## src/rtl/control_sequencer_pkg.sv

```systemverilog
// Shared types for the control sequencer:
// instruction classes, source codes, states, field layout.
package control_sequencer_pkg;

  typedef enum logic [2:0] {
    CLASS_NOP     = 3'b000,
    CLASS_LOADI   = 3'b001,
    CLASS_LOADI2  = 3'b010,
    CLASS_ALU     = 3'b011,
    CLASS_MOVE    = 3'b100,
    CLASS_UNDEF_5 = 3'b101,
    CLASS_UNDEF_6 = 3'b110,
    CLASS_HALT    = 3'b111
  } instr_class_e;

  typedef enum logic [1:0] {
    SOURCE_ALU         = 2'd0,
    SOURCE_IMMEDIATE_1 = 2'd1,
    SOURCE_IMMEDIATE_2 = 2'd2,
    SOURCE_REGISTER    = 2'd3
  } source_e;

  typedef enum logic [1:0] {
    IDLE    = 2'd0,
    DECODE  = 2'd1,
    EXECUTE = 2'd2,
    HALTED  = 2'd3
  } state_e;

  localparam int CLASS_MSB  = 31;
  localparam int CLASS_LSB  = 29;
  localparam int OPCODE_MSB = 28;
  localparam int OPCODE_LSB = 27;
  localparam int DEST_MSB   = 26;
  localparam int DEST_LSB   = 25;
  localparam int SRC1_MSB   = 24;
  localparam int SRC1_LSB   = 23;
  localparam int SRC2_MSB   = 22;
  localparam int SRC2_LSB   = 21;

  typedef struct packed {
    instr_class_e cls;
    logic [1:0]   alu_opcode;
    logic [1:0]   dest;
    logic [1:0]   src1;
    logic [1:0]   src2;
    logic [31:0]  immediate;
    source_e      source;
    logic         writes;
    logic         halt;
    logic         illegal;
  } decoded_t;

endpackage

```

## src/rtl/control_sequencer_instruction_decoder.sv

```systemverilog
// Combinational instruction word decoder:
// splits fields, classifies, picks the write source.
module control_sequencer_instruction_decoder
  import control_sequencer_pkg::*;
#(
  parameter int IMMEDIATE_WIDTH = 21
) (
  input  logic [31:0] instruction_word,
  output decoded_t    decoded
);

  // Field extraction and per-class control
  always_comb begin
    decoded            = '0;
    decoded.cls        = instr_class_e'(
      instruction_word[CLASS_MSB:CLASS_LSB]);
    decoded.alu_opcode = instruction_word[OPCODE_MSB:OPCODE_LSB];
    decoded.dest       = instruction_word[DEST_MSB:DEST_LSB];
    decoded.src1       = instruction_word[SRC1_MSB:SRC1_LSB];
    decoded.src2       = instruction_word[SRC2_MSB:SRC2_LSB];
    decoded.immediate  = 32'(instruction_word[IMMEDIATE_WIDTH-1:0]);
    decoded.source     = SOURCE_ALU;
    unique case (decoded.cls)
      CLASS_NOP: ;
      CLASS_LOADI: begin
        decoded.source = SOURCE_IMMEDIATE_1;
        decoded.writes = 1'b1;
      end
      CLASS_LOADI2: begin
        decoded.source = SOURCE_IMMEDIATE_2;
        decoded.writes = 1'b1;
      end
      CLASS_ALU: begin
        decoded.source = SOURCE_ALU;
        decoded.writes = 1'b1;
      end
      CLASS_MOVE: begin
        decoded.source = SOURCE_REGISTER;
        decoded.writes = 1'b1;
      end
      CLASS_HALT:    decoded.halt    = 1'b1;
      CLASS_UNDEF_5: decoded.illegal = 1'b1;
      CLASS_UNDEF_6: decoded.illegal = 1'b1;
    endcase
  end

endmodule

```

## src/rtl/control_sequencer.sv

```systemverilog
// Multi-cycle sequencer driving data_path controls,
// one instruction in flight (accept, decode, execute).
module control_sequencer
  import control_sequencer_pkg::*;
#(
  parameter int IMMEDIATE_WIDTH     = 21,
  parameter int RETIRED_COUNT_WIDTH = 16
) (
  input  logic                           clock,
  input  logic                           reset_n,
  input  logic                           instruction_valid,
  input  logic [31:0]                    instruction_word,
  output logic                           instruction_ready,
  output logic [1:0]                     input_register_selector_1,
  output logic [1:0]                     input_register_selector_2,
  output logic [1:0]                     output_register_selector,
  output logic [1:0]                     output_source_selector,
  output logic                           output_enable,
  output logic [1:0]                     alu_opcode,
  output logic [31:0]                    immediate_1,
  output logic [31:0]                    immediate_2,
  output logic                           halted,
  output logic                           illegal_instruction,
  output logic [RETIRED_COUNT_WIDTH-1:0] retired_count
);

  localparam logic [RETIRED_COUNT_WIDTH-1:0] COUNT_ONE =
    {{(RETIRED_COUNT_WIDTH-1){1'b0}}, 1'b1};

  state_e   state_q;
  state_e   state_d;
  decoded_t decoded;
  logic     accept;
  logic     retire;
  logic     writes_q;
  logic     halt_q;
  logic     illegal_q;

  control_sequencer_instruction_decoder #(
    .IMMEDIATE_WIDTH(IMMEDIATE_WIDTH)
  ) u_decoder (
    .instruction_word(instruction_word),
    .decoded         (decoded)
  );

  assign instruction_ready = (state_q == IDLE) && reset_n;

  // Next state, handshake and write strobe
  always_comb begin
    state_d       = state_q;
    accept        = 1'b0;
    retire        = 1'b0;
    output_enable = 1'b0;
    unique case (state_q)
      IDLE: begin
        if (instruction_valid && instruction_ready) begin
          accept  = 1'b1;
          state_d = DECODE;
        end
      end
      DECODE: begin
        if (halt_q) begin
          state_d = HALTED;
        end else if (illegal_q) begin
          state_d = IDLE;
        end else begin
          state_d = EXECUTE;
          retire  = 1'b1;
        end
      end
      EXECUTE: begin
        output_enable = writes_q;
        state_d       = IDLE;
      end
      HALTED: ;
    endcase
  end

  // State register
  always_ff @(posedge clock) begin
    if (!reset_n) state_q <= IDLE;
    else          state_q <= state_d;
  end

  // Control registers: loaded at accept so they are
  // already valid in DECODE and held until the next write
  always_ff @(posedge clock) begin
    if (!reset_n) begin
      writes_q                  <= 1'b0;
      halt_q                    <= 1'b0;
      illegal_q                 <= 1'b0;
      input_register_selector_1 <= '0;
      input_register_selector_2 <= '0;
      output_register_selector  <= '0;
      output_source_selector    <= '0;
      alu_opcode                <= '0;
      immediate_1               <= '0;
      immediate_2               <= '0;
      halted                    <= 1'b0;
      illegal_instruction       <= 1'b0;
      retired_count             <= '0;
    end else begin
      if (accept) begin
        writes_q  <= decoded.writes;
        halt_q    <= decoded.halt;
        illegal_q <= decoded.illegal;
        if (decoded.writes) begin
          input_register_selector_1 <= decoded.src1;
          input_register_selector_2 <= decoded.src2;
          output_register_selector  <= decoded.dest;
          output_source_selector    <= decoded.source;
          alu_opcode                <= decoded.alu_opcode;
        end
        if (decoded.cls == CLASS_LOADI)
          immediate_1 <= decoded.immediate;
        if (decoded.cls == CLASS_LOADI2)
          immediate_2 <= decoded.immediate;
        if (decoded.illegal)
          illegal_instruction <= 1'b1;
      end
      if (state_q == DECODE && halt_q)
        halted <= 1'b1;
      if (retire)
        retired_count <= retired_count + COUNT_ONE;
    end
  end

endmodule
```

## config.mk

```make
export PLATFORM = sky130hd
export DESIGN_NAME = control_sequencer
export DESIGN_NICKNAME = d
export VERILOG_FILES = /design/src/rtl/control_sequencer_pkg.sv /design/src/rtl/control_sequencer_instruction_decoder.sv /design/src/rtl/control_sequencer.sv
export SDC_FILE = /design/constraint.sdc
export NUM_CORES = 1
export LEC_CHECK = 0
export ABC_AREA = 1
export BUFFER_PORTS_ARGS = -buffer_cell sky130_fd_sc_hd__buf_4
export CAP_MARGIN = 20
export CORE_MARGIN = 2
export CORE_UTILIZATION = 40
export CTS_CLUSTER_DIAMETER = 60
export DETAILED_ROUTE_END_ITERATION = 8
export HOLD_SLACK_MARGIN = 0.1
export PLACE_DENSITY_LB_ADDON = 0.05
export SLEW_MARGIN = 20
export SYNTH_ARGS = -nofsm -noshare
export SYNTH_HDL_FRONTEND = slang
export SYNTH_SLANG_ARGS = --single-unit
```

## constraint.sdc

```tcl
create_clock -name clock -period 4.2 [get_ports clock]
set_clock_uncertainty 0.2 [all_clocks]
set_input_delay 0.21 -clock clock [delete_from_list [all_inputs] [get_ports clock]]
set_output_delay 0.21 -clock clock [all_outputs]
set_load 0.05 [all_outputs]
```

# After elaboration in Yosys (flattened, before gate mapping)

Cells that the tools add are included.

Flip-flop bits (word level): 75
Word-level logic and storage cells: 49

Muxes and demuxes: 13
$add $sub $neg: 1
Reduce and logical (&&, ||, !) cells: 11
Equality and inequality tests: 10

Operator list:

| cell                  | number |
|---|---|
| $add 16x1->16 const B | 1 |
| $eq 3x3->1 const B    | 4 |
| $pmux 3 s4            | 1 |
| $reduce_and 2->1      | 5 |
| $mux 1                | 8 |
| $eq 3x2->1 const B    | 2 |
| $mux 2                | 3 |
| $pmux 2 s3            | 1 |
| $eq 3x1->1 const B    | 1 |
| $logic_and 1x1->1     | 3 |
| $reduce_bool 3->1     | 1 |
| $eq 2x1->1 const B    | 1 |
| $eq 2x2->1 const B    | 1 |
| $logic_not 2->1       | 1 |
| $ne 2x1->1 const B    | 1 |
| $reduce_or 2->1       | 1 |

# Depth between registers and ports, before layout

Gate-level depths: netlist (run 1).

Depth in word-level cells: 6
Gate-level depth with buffers: 9

# Hierarchy

Synthesis (run 1) repeated with hierarchy kept, for this count alone.

Cell total of the unflattened synthesis: 542
Area, all modules: 4176.5 µm²

Modules (own cells, without submodules):

| module                                | area each (µm²) | instances | cells an instance |
|---|---|---|---|
| control_sequencer                     | 3783.6          | 1         | 483 |
| control_sequencer_instruction_decoder | 392.9           | 1         | 59 |

# Worst setup path before layout (run 1)

Ideal clock, no wire load.

Path kind: reg-to-reg
From: reg retired_count[0]
To: reg retired_count[8]
Stages on the path, launching flop included: 7
Arrival time: 1.513 ns
Required time: 3.884 ns
Setup slack: 2.371 ns
Path buffers: 0
Setup time: 0.116 ns
Path through: dfxtp_1 > ha_1 > nand3_1 > nor2_2 > nand2_1 > o21ai_0 > nor2_1

Cells in the longest elaborated chain, start to end: 1

RTL lines:

| element                | line                     | source |
|---|---|---|
| from (decl)            | control_sequencer.sv:24  | `output logic [RETIRED_COUNT_WIDTH-1:0] retired_count` |
| from (signal assigned) | control_sequencer.sv:124 | `retired_count <= retired_count + COUNT_ONE;` |
| $add 16x1->16          | control_sequencer.sv:124 |  |

Every way passes these cells.
A chain may end at the register's enable or synchronous reset.

# Final worst setup path (run 1)

From: reg state_q[0]
To: reg immediate_1[10]

Cells in the longest elaborated chain, start to end: 6

RTL lines:

| element                        | line                                             | source |
|---|---|---|
| from (decl)                    | control_sequencer.sv:30                          | `state_e state_q;` |
| from (signal assigned)         | control_sequencer.sv:82                          | `else state_q <= state_d;` |
| $logic_not 2->1 (*)            | control_sequencer.sv:46, control_sequencer.sv:54 |  |
| $logic_and 1x1->1              | control_sequencer.sv:46                          | `assign instruction_ready = (state_q == IDLE) && reset_n;` |
| $logic_and 1x1->1              | control_sequencer.sv:56                          | `if (instruction_valid && instruction_ready) begin` |
| $mux 1                         | control_sequencer.sv:56                          |  |
| $mux 1 (*)                     | control_sequencer.sv:54                          | `unique case (state_q)` |
| $reduce_and 2->1 (no line) (*) | --                                               |  |
| to (signal assigned)           | control_sequencer.sv:115                         | `immediate_1 <= decoded.immediate;` |
| to (decl)                      | control_sequencer.sv:20                          | `output logic [31:0] immediate_1,` |

Mark *: on every way between the ends. The rest lies on a longest branch, timed or not.

==> metrics.md, run 1 <==
| Metric | Value |
|---|---|
| Status | `finished, final reports clean` |
| Delay-heaviest family, CP | `simple AND/OR/NAND/NOR gates` |
| Gpl congestion | `0.809` |
| Final net count | `605` |
| R2r startpoint | `state_q[0]$_SDFFE_PN0P_` |
| Setup TNS | `0 ps` |
| Num CTS Buffers | `9` |
| Post-route ant nets | `0` |
| Vias per cell | `4.55` |
| Buf/Inv on CP | `2` |
| Setup crit end kind | `register` |
| Diodes inserted | `0` |
| Clock Tree Root | `clkbuf_8` |
| Clock tree sinks | `75` |
| Initial antenna violation count | `0` |
| Layout fillers | `747` |
| Area grow syn2layout | `40.1%` |
| Fin. max-slew vios | `0` |
| IO Count | `129` |
| CTS H-tree depth | `3` |
| Slowest cell delay on critical path | `440 ps` |
| Actual transition at the worst max-transition pin | `688 ps` |
| RSZ-0062 raised after global routing | `no` |
| Reg2reg path depth | `7` |
| WL met1 | `3.55 mm` |
| CTS Buffer Depth | `2` |
| Fin worst setup slack | `1930 ps` |
| Drt pass-1 iters | `5` |
| Stages on the worst setup path | `7` |
| IO Port Bufs | `106` |
| Achievable Freq | `0.440 GHz` |
| Clock-pin slew on the worst setup and hold paths | `80 ps` |
| Flop2flop setup slack | `1930 ps` |
| Post-synthesis area per instance | `7.42 sq um` |
| Number of DRC markers in iteration 0 | `73` |
| Critical path class | `register to register` |
| Hpwl dp | `5.42 mm` |
| Post-Synthesis Cells | `431` |
| Drt wl/cell | `12.1 microns` |
| Worst EP arrival | `2310 ps` |
| Max Used Layer | `met4` |
| Maximum vdd drop | `0.000215 V` |
| CP startpoint | `state_q[0]$_SDFFE_PN0P_` |
| DRC Markers | `0` |
| Die Y | `93.4 microns` |
| Pleak | `2.08 nW` |
| DR vias | `3056` |
| Die area | `8730 sq um` |
| PD cells | `408 nW/um^2` |
| Clock Latency Late Sink | `350 ps` |
| Post-CTS resize count | `0` |
| Critical Path Start Type | `register` |
| WL met3 | `613 microns` |
| Critical Path End | `immediate_1[10]$_SDFFE_PN0P_` |
| Worst Path Max Fanout | `22` |
| Crit path cell chain | `inv_1, ha_1, nand3_4, nor2_4, inv_1, nor2_1, nor2_1` |
| TritonCTS clock tree | `yes` |
| Met2 Wirelength | `3.88 mm` |
| Tcrit/Tclk final | `54.1%` |
| Starting density of the core | `41.4%` |
| Relative slew margins | `54.1%` |
| Mapped Area | `3200 sq um` |
| Vias in the first global route | `2758` |
| R2R Path End | `immediate_1[10]$_SDFFE_PN0P_` |
| Dpl ws | `1760 ps` |
| Synth warn | `0` |
| Max_cap viols | `0` |
| Seq/Total Area, Yosys | `46.9%` |
| Hold Vio Cnt, Final | `0` |
| Hold crit path type | `input port to register` |
| First-pass GRT wire length | `13.0 mm` |
| Core Region | `7730 sq um` |
| #FFs+latches synth | `75` |
| Min Tclk post-route | `2270 ps` |
| Post-detailed-routing wire length | `8.14 mm` |
| Final setup vio count | `0` |
| Netlist cell types | `30` |
| Largest net degree at the start of global routing | `69` |
| Tot GR Track Use | `18.7%` |
| WP data required | `4240 ps` |
| Share of post-route cells with drive strength above 1 | `23.3%` |
| Grt ovf | `0` |
| Row count | `32` |
| Max stage delay cell, worst path | `inv_1` |
| Die Wd | `93.4 microns` |
==> worst reg2reg max path, delay by kind of cell, from the launching register on <==
kind,cells,cell delay (ps)
AND/OR/NAND/NOR,4,860
buffers and inverters,2,540
adder cells (fa/ha/maj),1,240
flip-flops,1,340
==> synth_stat cells <==
| library cell | count | area (sq um) |
|---|---|---|
| a211oi_1 | 1 | 7.51 |
| o21ai_1 | 13 | 65.1 |
| a21oi_1 | 13 | 65.1 |
| nand2_2 | 1 | 6.26 |
| conb_1 | 1 | 3.75 |
| a31oi_1 | 3 | 18.8 |
| nor2_2 | 4 | 25.0 |
| inv_1 | 27 | 101 |
| ha_1 | 5 | 62.6 |
| nand3_1 | 10 | 50.1 |
| nand4_1 | 4 | 25.0 |
| nand3_4 | 1 | 17.5 |
| nand3b_1 | 1 | 7.51 |
| nand2_4 | 1 | 11.3 |
| buf_6 | 5 | 56.3 |
| clkbuf_1 | 5 | 18.8 |
| nor2_4 | 1 | 11.3 |
| nor2_1 | 130 | 488 |
| nand2_1 | 46 | 173 |
| buf_4 | 23 | 173 |
| inv_2 | 1 | 3.75 |
| clkinv_1 | 1 | 3.75 |
| dfxtp_1 | 75 | 1500 |
| xor2_1 | 1 | 8.76 |
| o21ai_0 | 45 | 225 |
| o21a_1 | 1 | 7.51 |
| nor3b_1 | 1 | 7.51 |
| buf_2 | 5 | 25.0 |
| nor3_1 | 4 | 20.0 |
| clkinv_2 | 2 | 10.0 |
==> what timing repair did <==
item,4_1_cts,5_1_grt
endpoints found under the hold margin,55,0
buffers inserted,0,0
hold buffers,34,0
==> per-layer routing <==
metal | GRT usage (%) | vias to the layer above
li1 | - | 1587
met1 | 22.6 | 1361
met2 | 30.8 | 100
met3 | 6.93 | 8
met4 | 5.76 | 0
met5 | 0 | -
==> registers in the layout (all words and copies together) (netlist names) <==
signal and cells:
halted 1, immediate_1 21, input_register_selector_1 2, illegal_instruction 1, retired_count 16, writes_q 1
illegal_q 1, halt_q 1, output_register_selector 2, alu_opcode 2, output_source_selector 2, input_register_selector_2 2
immediate_2 21, state_q 2
==> layout make-up <==
class / count / area, sq um / share of cell area (%)
Sequential cell: 75 / 1500 / 33.5
Multi-Input combinational cell: 308 / 1390 / 30.9
Timing Repair Buffer: 140 / 1140 / 25.3
Tap cell: 102 / 128 / 2.85
Clock inverter: 5 / 61.3 / 1.37
Clock buffer: 11 / 151 / 3.38
Inverter: 31 / 119 / 2.65
==> per-stage QoR <==
stage	instance area (sq um)	util, %	instances	hold slack (ps)	total power, mW
after floorplan	3280	-	452	145	1.14
after global placement	3930	50.8	622	240	1.24
after detailed placement	3930	50.8	622	244	1.24
after CTS	4480	58.0	672	169	1.85
after global routing	4480	58.0	672	211	1.92
final	4480	58.0	672	192	1.83
==> cell families (layout without fill, tap and decap cells) <==
family | Yosys count | count (layout) | share of synthesized area [%]
AOI/OAI and AO/OA | 76 | 76 | 12.2
xor gates and xnor gates | 1 | 1 | 0.274
adders and majority gates | 5 | 5 | 1.96
buffers and inverters | 69 | 187 | 12.2
DFF | 75 | 75 | 46.9
other | 1 | 22 | 0.117
and+or+nand+nor | 204 | 204 | 26.3
==> how the worst min path moves through the flow <==
stage	startpoint	endpoint	slack, ps	depth (start not counted)
2_1_floorplan	instruction_word[0]	immediate_1[0]$_SDFFE_PN0P_	140	2
3_3_place_gp	illegal_instruction$_SDFFE_PN0P_	illegal_instruction$_SDFFE_PN0P_	240	2
3_5_place_dp	illegal_instruction$_SDFFE_PN0P_	illegal_instruction$_SDFFE_PN0P_	240	2
4_1_cts	reset_n	retired_count[14]$_SDFFE_PN0P_	170	3
5_1_grt	reset_n	retired_count[13]$_SDFFE_PN0P_	210	3
6_report	reset_n	retired_count[10]$_SDFFE_PN0P_	190	3
==> placed cells by master, fill, tap and decap left out, types with 2 or more instances in the layout <==
cell	n
a21oi_1	13
a31oi_1	3
buf_4	106
clkbuf_8	11
clkinv_2	2
clkinvlp_4	3
conb_1	22
dfxtp_1	75
dlygate4sd3_1	34
ha_1	5
inv_1	27
nand2_1	46
nand3_1	10
nand4_1	4
nor2_1	130
nor2_2	4
nor3_1	4
o21ai_0	45
o21ai_1	13
==> power by group <==
part | total, mW | switching, mW | internal, mW
sequential | 0.788 | 0.0325 | 0.756
clock | 0.581 | 0.273 | 0.308
combinational | 0.460 | 0.313 | 0.147
total | 1.83 | 0.619 | 1.21
Note: power is estimated with default switching activity, not from simulation.
==> inputs of run 2 (changes only) <==
--- a/config.mk
+++ b/config.mk
@@ -5,7 +5,7 @@
 export SDC_FILE = /design/constraint.sdc
 export NUM_CORES = 1
 export LEC_CHECK = 0
-export ABC_AREA = 1
+export ABC_AREA = 0
 export BUFFER_PORTS_ARGS = -buffer_cell sky130_fd_sc_hd__buf_4
 export CAP_MARGIN = 20
 export CORE_MARGIN = 2
==> constraint.sdc (replaced) <==
create_clock -name clock -period 2.4 [get_ports clock]
set_clock_uncertainty 0.2 [all_clocks]
set_input_delay 0.12 -clock clock [delete_from_list [all_inputs] [get_ports clock]]
set_output_delay 0.12 -clock clock [all_outputs]
set_load 0.05 [all_outputs]
==> metrics.md, run 2 <==
| Metric | Value |
|---|---|
| Tot GR Track Use | `18.6% (-0.12 points)` |
| Post-detailed-routing wire length | `7.71 mm (-5.2%)` |
| RSZ-0062 raised after global routing | `no` |
| PD cells | `605 nW/um^2 (+48%)` |
| Fraction of synthesized area in multiplexers | `3.56% (+3.6 points)` |
| WP data required | `2470 ps (-1770 ps)` |
| Dominant synthesized flop cell | `dfxtp_1` |
| Grt ovf | `0 (unchanged)` |
| Row count | `32 (unchanged)` |
| Netlist cell types | `28 (-6.7%)` |
| Achievable Freq | `0.470 GHz (+6.8%)` |
| Final std cells w/o fill | `615 (-8.5%)` |
| Simple-Gate Fraction of Synth Area | `22.0% (-4.3 points)` |
| Top area cells in the synthesized netlist | `dfxtp_1, nand2_1, a21oi_1, buf_4, mux2i_1` |
| Share of post-route cells with drive strength above 1 | `26.1% (+2.8 points)` |
| Layout fillers | `734 (-1.7%)` |
| Register area | `1500 sq um (unchanged)` |
| #FFs+latches synth | `75 (unchanged)` |
| Vias in the first global route | `2639 (-4.3%)` |
| Dpl ws | `277 ps (-1480 ps)` |
| Die Wd | `91.9 microns (-1.7%)` |
| Gpl congestion | `0.763 (-5.7%)` |
| Seq/Total Area, Yosys | `48.6% (+1.7 points)` |
| First-pass GRT wire length | `12.7 mm (-2.5%)` |
| IO Count | `129 (unchanged)` |
| Synth Area in Compound Gates | `11.8% (-0.34 points)` |
| Maximum vdd drop | `0.000316 V (+47%)` |
| Clock-pin slew on the worst setup and hold paths | `70 ps (about the same)` |
| Synth cell count leaders | `nand2_1, dfxtp_1, a21oi_1, buf_4, nor2_1` |
| Switching share of total power | `28.2% (-5.6 points)` |
| Number of DRC markers in iteration 0 | `97 (+33%)` |
| Largest family of logic cells by synthesized area | `simple AND/OR/NAND/NOR gates` |
| Diodes inserted | `0 (unchanged)` |
| Multi-input gate area | `1410 sq um (+1.8%)` |
| Synth warn | `0 (unchanged)` |
| Post-synthesis area per instance | `8.33 sq um (+12%)` |
| Async set-reset flop share out of synthesis | `0% (unchanged)` |
| Final setup vio count | `0 (unchanged)` |
| Area share of fa/ha/maj cells after synthesis | `2.03% (+0.070 points)` |
| Fin. max-slew vios | `0 (unchanged)` |
| Core Region | `7610 sq um (-1.6%)` |
| Tot Pwr | `2.70 mW (+47%)` |
| Area share of the largest cell type after synthesis | `48.6% (+1.7 points)` |
| Post-Synthesis Cells | `371 (-14%)` |
| Min Tclk post-route | `2130 ps (-146 ps)` |
| Clock tree sinks | `75 (unchanged)` |
| Post-CTS resize count | `0 (unchanged)` |
| Largest net degree at the start of global routing | `46 (-33%)` |
| Status | `finished, final reports clean` |
| IO Port Bufs | `106 (unchanged)` |
| Hold crit path type | `register to register` |
| Int Power | `1.94 mW (+60%)` |
| Worst Path Max Fanout | `6 (-73%)` |
| TritonCTS clock tree | `yes` |
| Drt wl/cell | `12.5 microns (+3.5%)` |
| Commonest non-fill, non-tap cell in the layout | `buf_4` |
| Die Y | `91.9 microns (-1.7%)` |
| Reg power frac | `47.9% (+4.8 points)` |
| Clock Tree Root | `clkbuf_8` |
| P_sw | `761 uW (+23%)` |
| Top flop regs | `immediate_1: 21 flops, immediate_2: 21 flops, retired_count: 16 flops` |
| Fin worst setup slack | `273 ps (-1650 ps)` |
| Pleak | `1.90 nW (-8.8%)` |
| Dpl cells | `565 (-9.2%)` |
| Max_cap viols | `0 (unchanged)` |
| CTS H-tree depth | `3 (unchanged)` |
| Num CTS Buffers | `9 (unchanged)` |
| Relative slew margins | `62.4% (+8.2 points)` |
| Final net count | `548 (-9.4%)` |
| Most frequent cells in the layout | `buf_4, nand2_1, dfxtp_1, a21oi_1, dlygate4sd3_1` |
| CTS Buffer Depth | `2 (unchanged)` |
| Combinational Power Share | `16.4% (-8.8 points)` |
| WHS | `250 ps (+58.0 ps)` |
| Vias per cell | `4.64 (+2.0%)` |
| Drt pass-1 iters | `4 (-1)` |
| Starting density of the core | `40.6% (-0.79 points)` |
| Critical Path Start Type | `register` |
| Die area | `8440 sq um (-3.3%)` |
| Clock share of power | `35.6% (+3.9 points)` |
| Tcrit/Tclk final | `88.6% (+35 points)` |
| Worst EP arrival | `2190 ps (-120 ps)` |
| Actual transition at the worst max-transition pin | `564 ps (-124 ps)` |
| Post-route ant nets | `0 (unchanged)` |
| Xor-xnor portion of the synthesized cell area | `3.12% (+2.8 points)` |
| Hold Vio Cnt, Final | `0 (unchanged)` |
| Initial antenna violation count | `0 (unchanged)` |
| Leading area contributor after synthesis | `dfxtp_1` |
| Critical path class | `register to register` |
| Setup crit end kind | `register` |
| Mapped Area | `3090 sq um (-3.4%)` |
| Most common cell in the netlist | `nand2_1` |
| DRC Markers | `0 (unchanged)` |
| Setup TNS | `0 ps (unchanged)` |
| Area grow syn2layout | `44.3%` |
| DR vias | `2852 (-6.7%)` |
| Clock Latency Late Sink | `330 ps (-20 ps)` |
| EDFF count, synth | `0 (unchanged)` |
| Hpwl dp | `4.95 mm (-8.7%)` |
## run 2: power by group through the flow
stage	Combinational [mW]	Sequential, mW	Clock (mW)
global placement	0.395	1.32	0
floorplan	0.232	1.39	0
detailed placement	0.398	1.32	0
CTS	0.444	1.29	0.988
finish	0.443	1.29	0.961
global route	0.475	1.30	1.05
## run 2: final timing paths
kind                                                  startpoint                          endpoint  slack (ps)  depth (start not counted)
worst max register to register           state_q[1]$_SDFFE_PN0P_    retired_count[15]$_SDFFE_PN0P_         270                          6
worst min-delay path            illegal_instruction$_SDFFE_PN0P_  illegal_instruction$_SDFFE_PN0P_         250                          2
worst max-delay path                     state_q[1]$_SDFFE_PN0P_    retired_count[15]$_SDFFE_PN0P_         270                          6
worst min register to register  illegal_instruction$_SDFFE_PN0P_  illegal_instruction$_SDFFE_PN0P_         250                          2
## run 2: timing repair
| item | in CTS | in global routing |
|---|---|---|
| endpoints found under the hold margin | 59 | 0 |
| buffers inserted | 0 | 0 |
| hold buffers | 34 | 0 |
## run 2: routing by layer
layer,up-vias,part of all wire [%],GRT usage (%),wire length (microns)
met5,-,0,0,0
met4,0,2.0,7.96,156
met2,83,46,29.6,3550
met1,1288,47,24.7,3600
li1,1469,-,-,-
met3,12,5.2,3.29,404
## run 2: metrics by stage
stage / instance area [sq um] / util, %
after CTS: 4460 / 58.6
after detailed placement: 3920 / 51.6
after global placement: 3920 / 51.6
after floorplan: 3170 / -
after global routing: 4460 / 58.6
final: 4460 / 58.6
## run 2: layout make-up
cell class	count	share of cell area (%)
timing repair buffer	147	27.0
multi-input combinational	269	31.6
clock buffer	11	3.17
inverter	6	0.505
sequential	75	33.7
tap	102	2.86
clock inverter	5	1.18
## run 2: critical path: stages (launching register included)
cell	delay [ps]
dfxtp_1	340
inv_1	80
ha_1	230
nor3b_4	380
nand3_2	170
or4_1	520
a21oi_1	140
## run 2: cells by family (layout without fill, tap and decap cells)
group | Yosys count | in the layout
AOI/OAI and AO/OA | 70 | 70
and+or+nand+nor | 150 | 150
adders and majority gates | 5 | 5
muxes | 11 | 11
xor gates and xnor gates | 11 | 11
buffers and inverters | 48 | 169
DFF | 75 | 75
other | 1 | 22
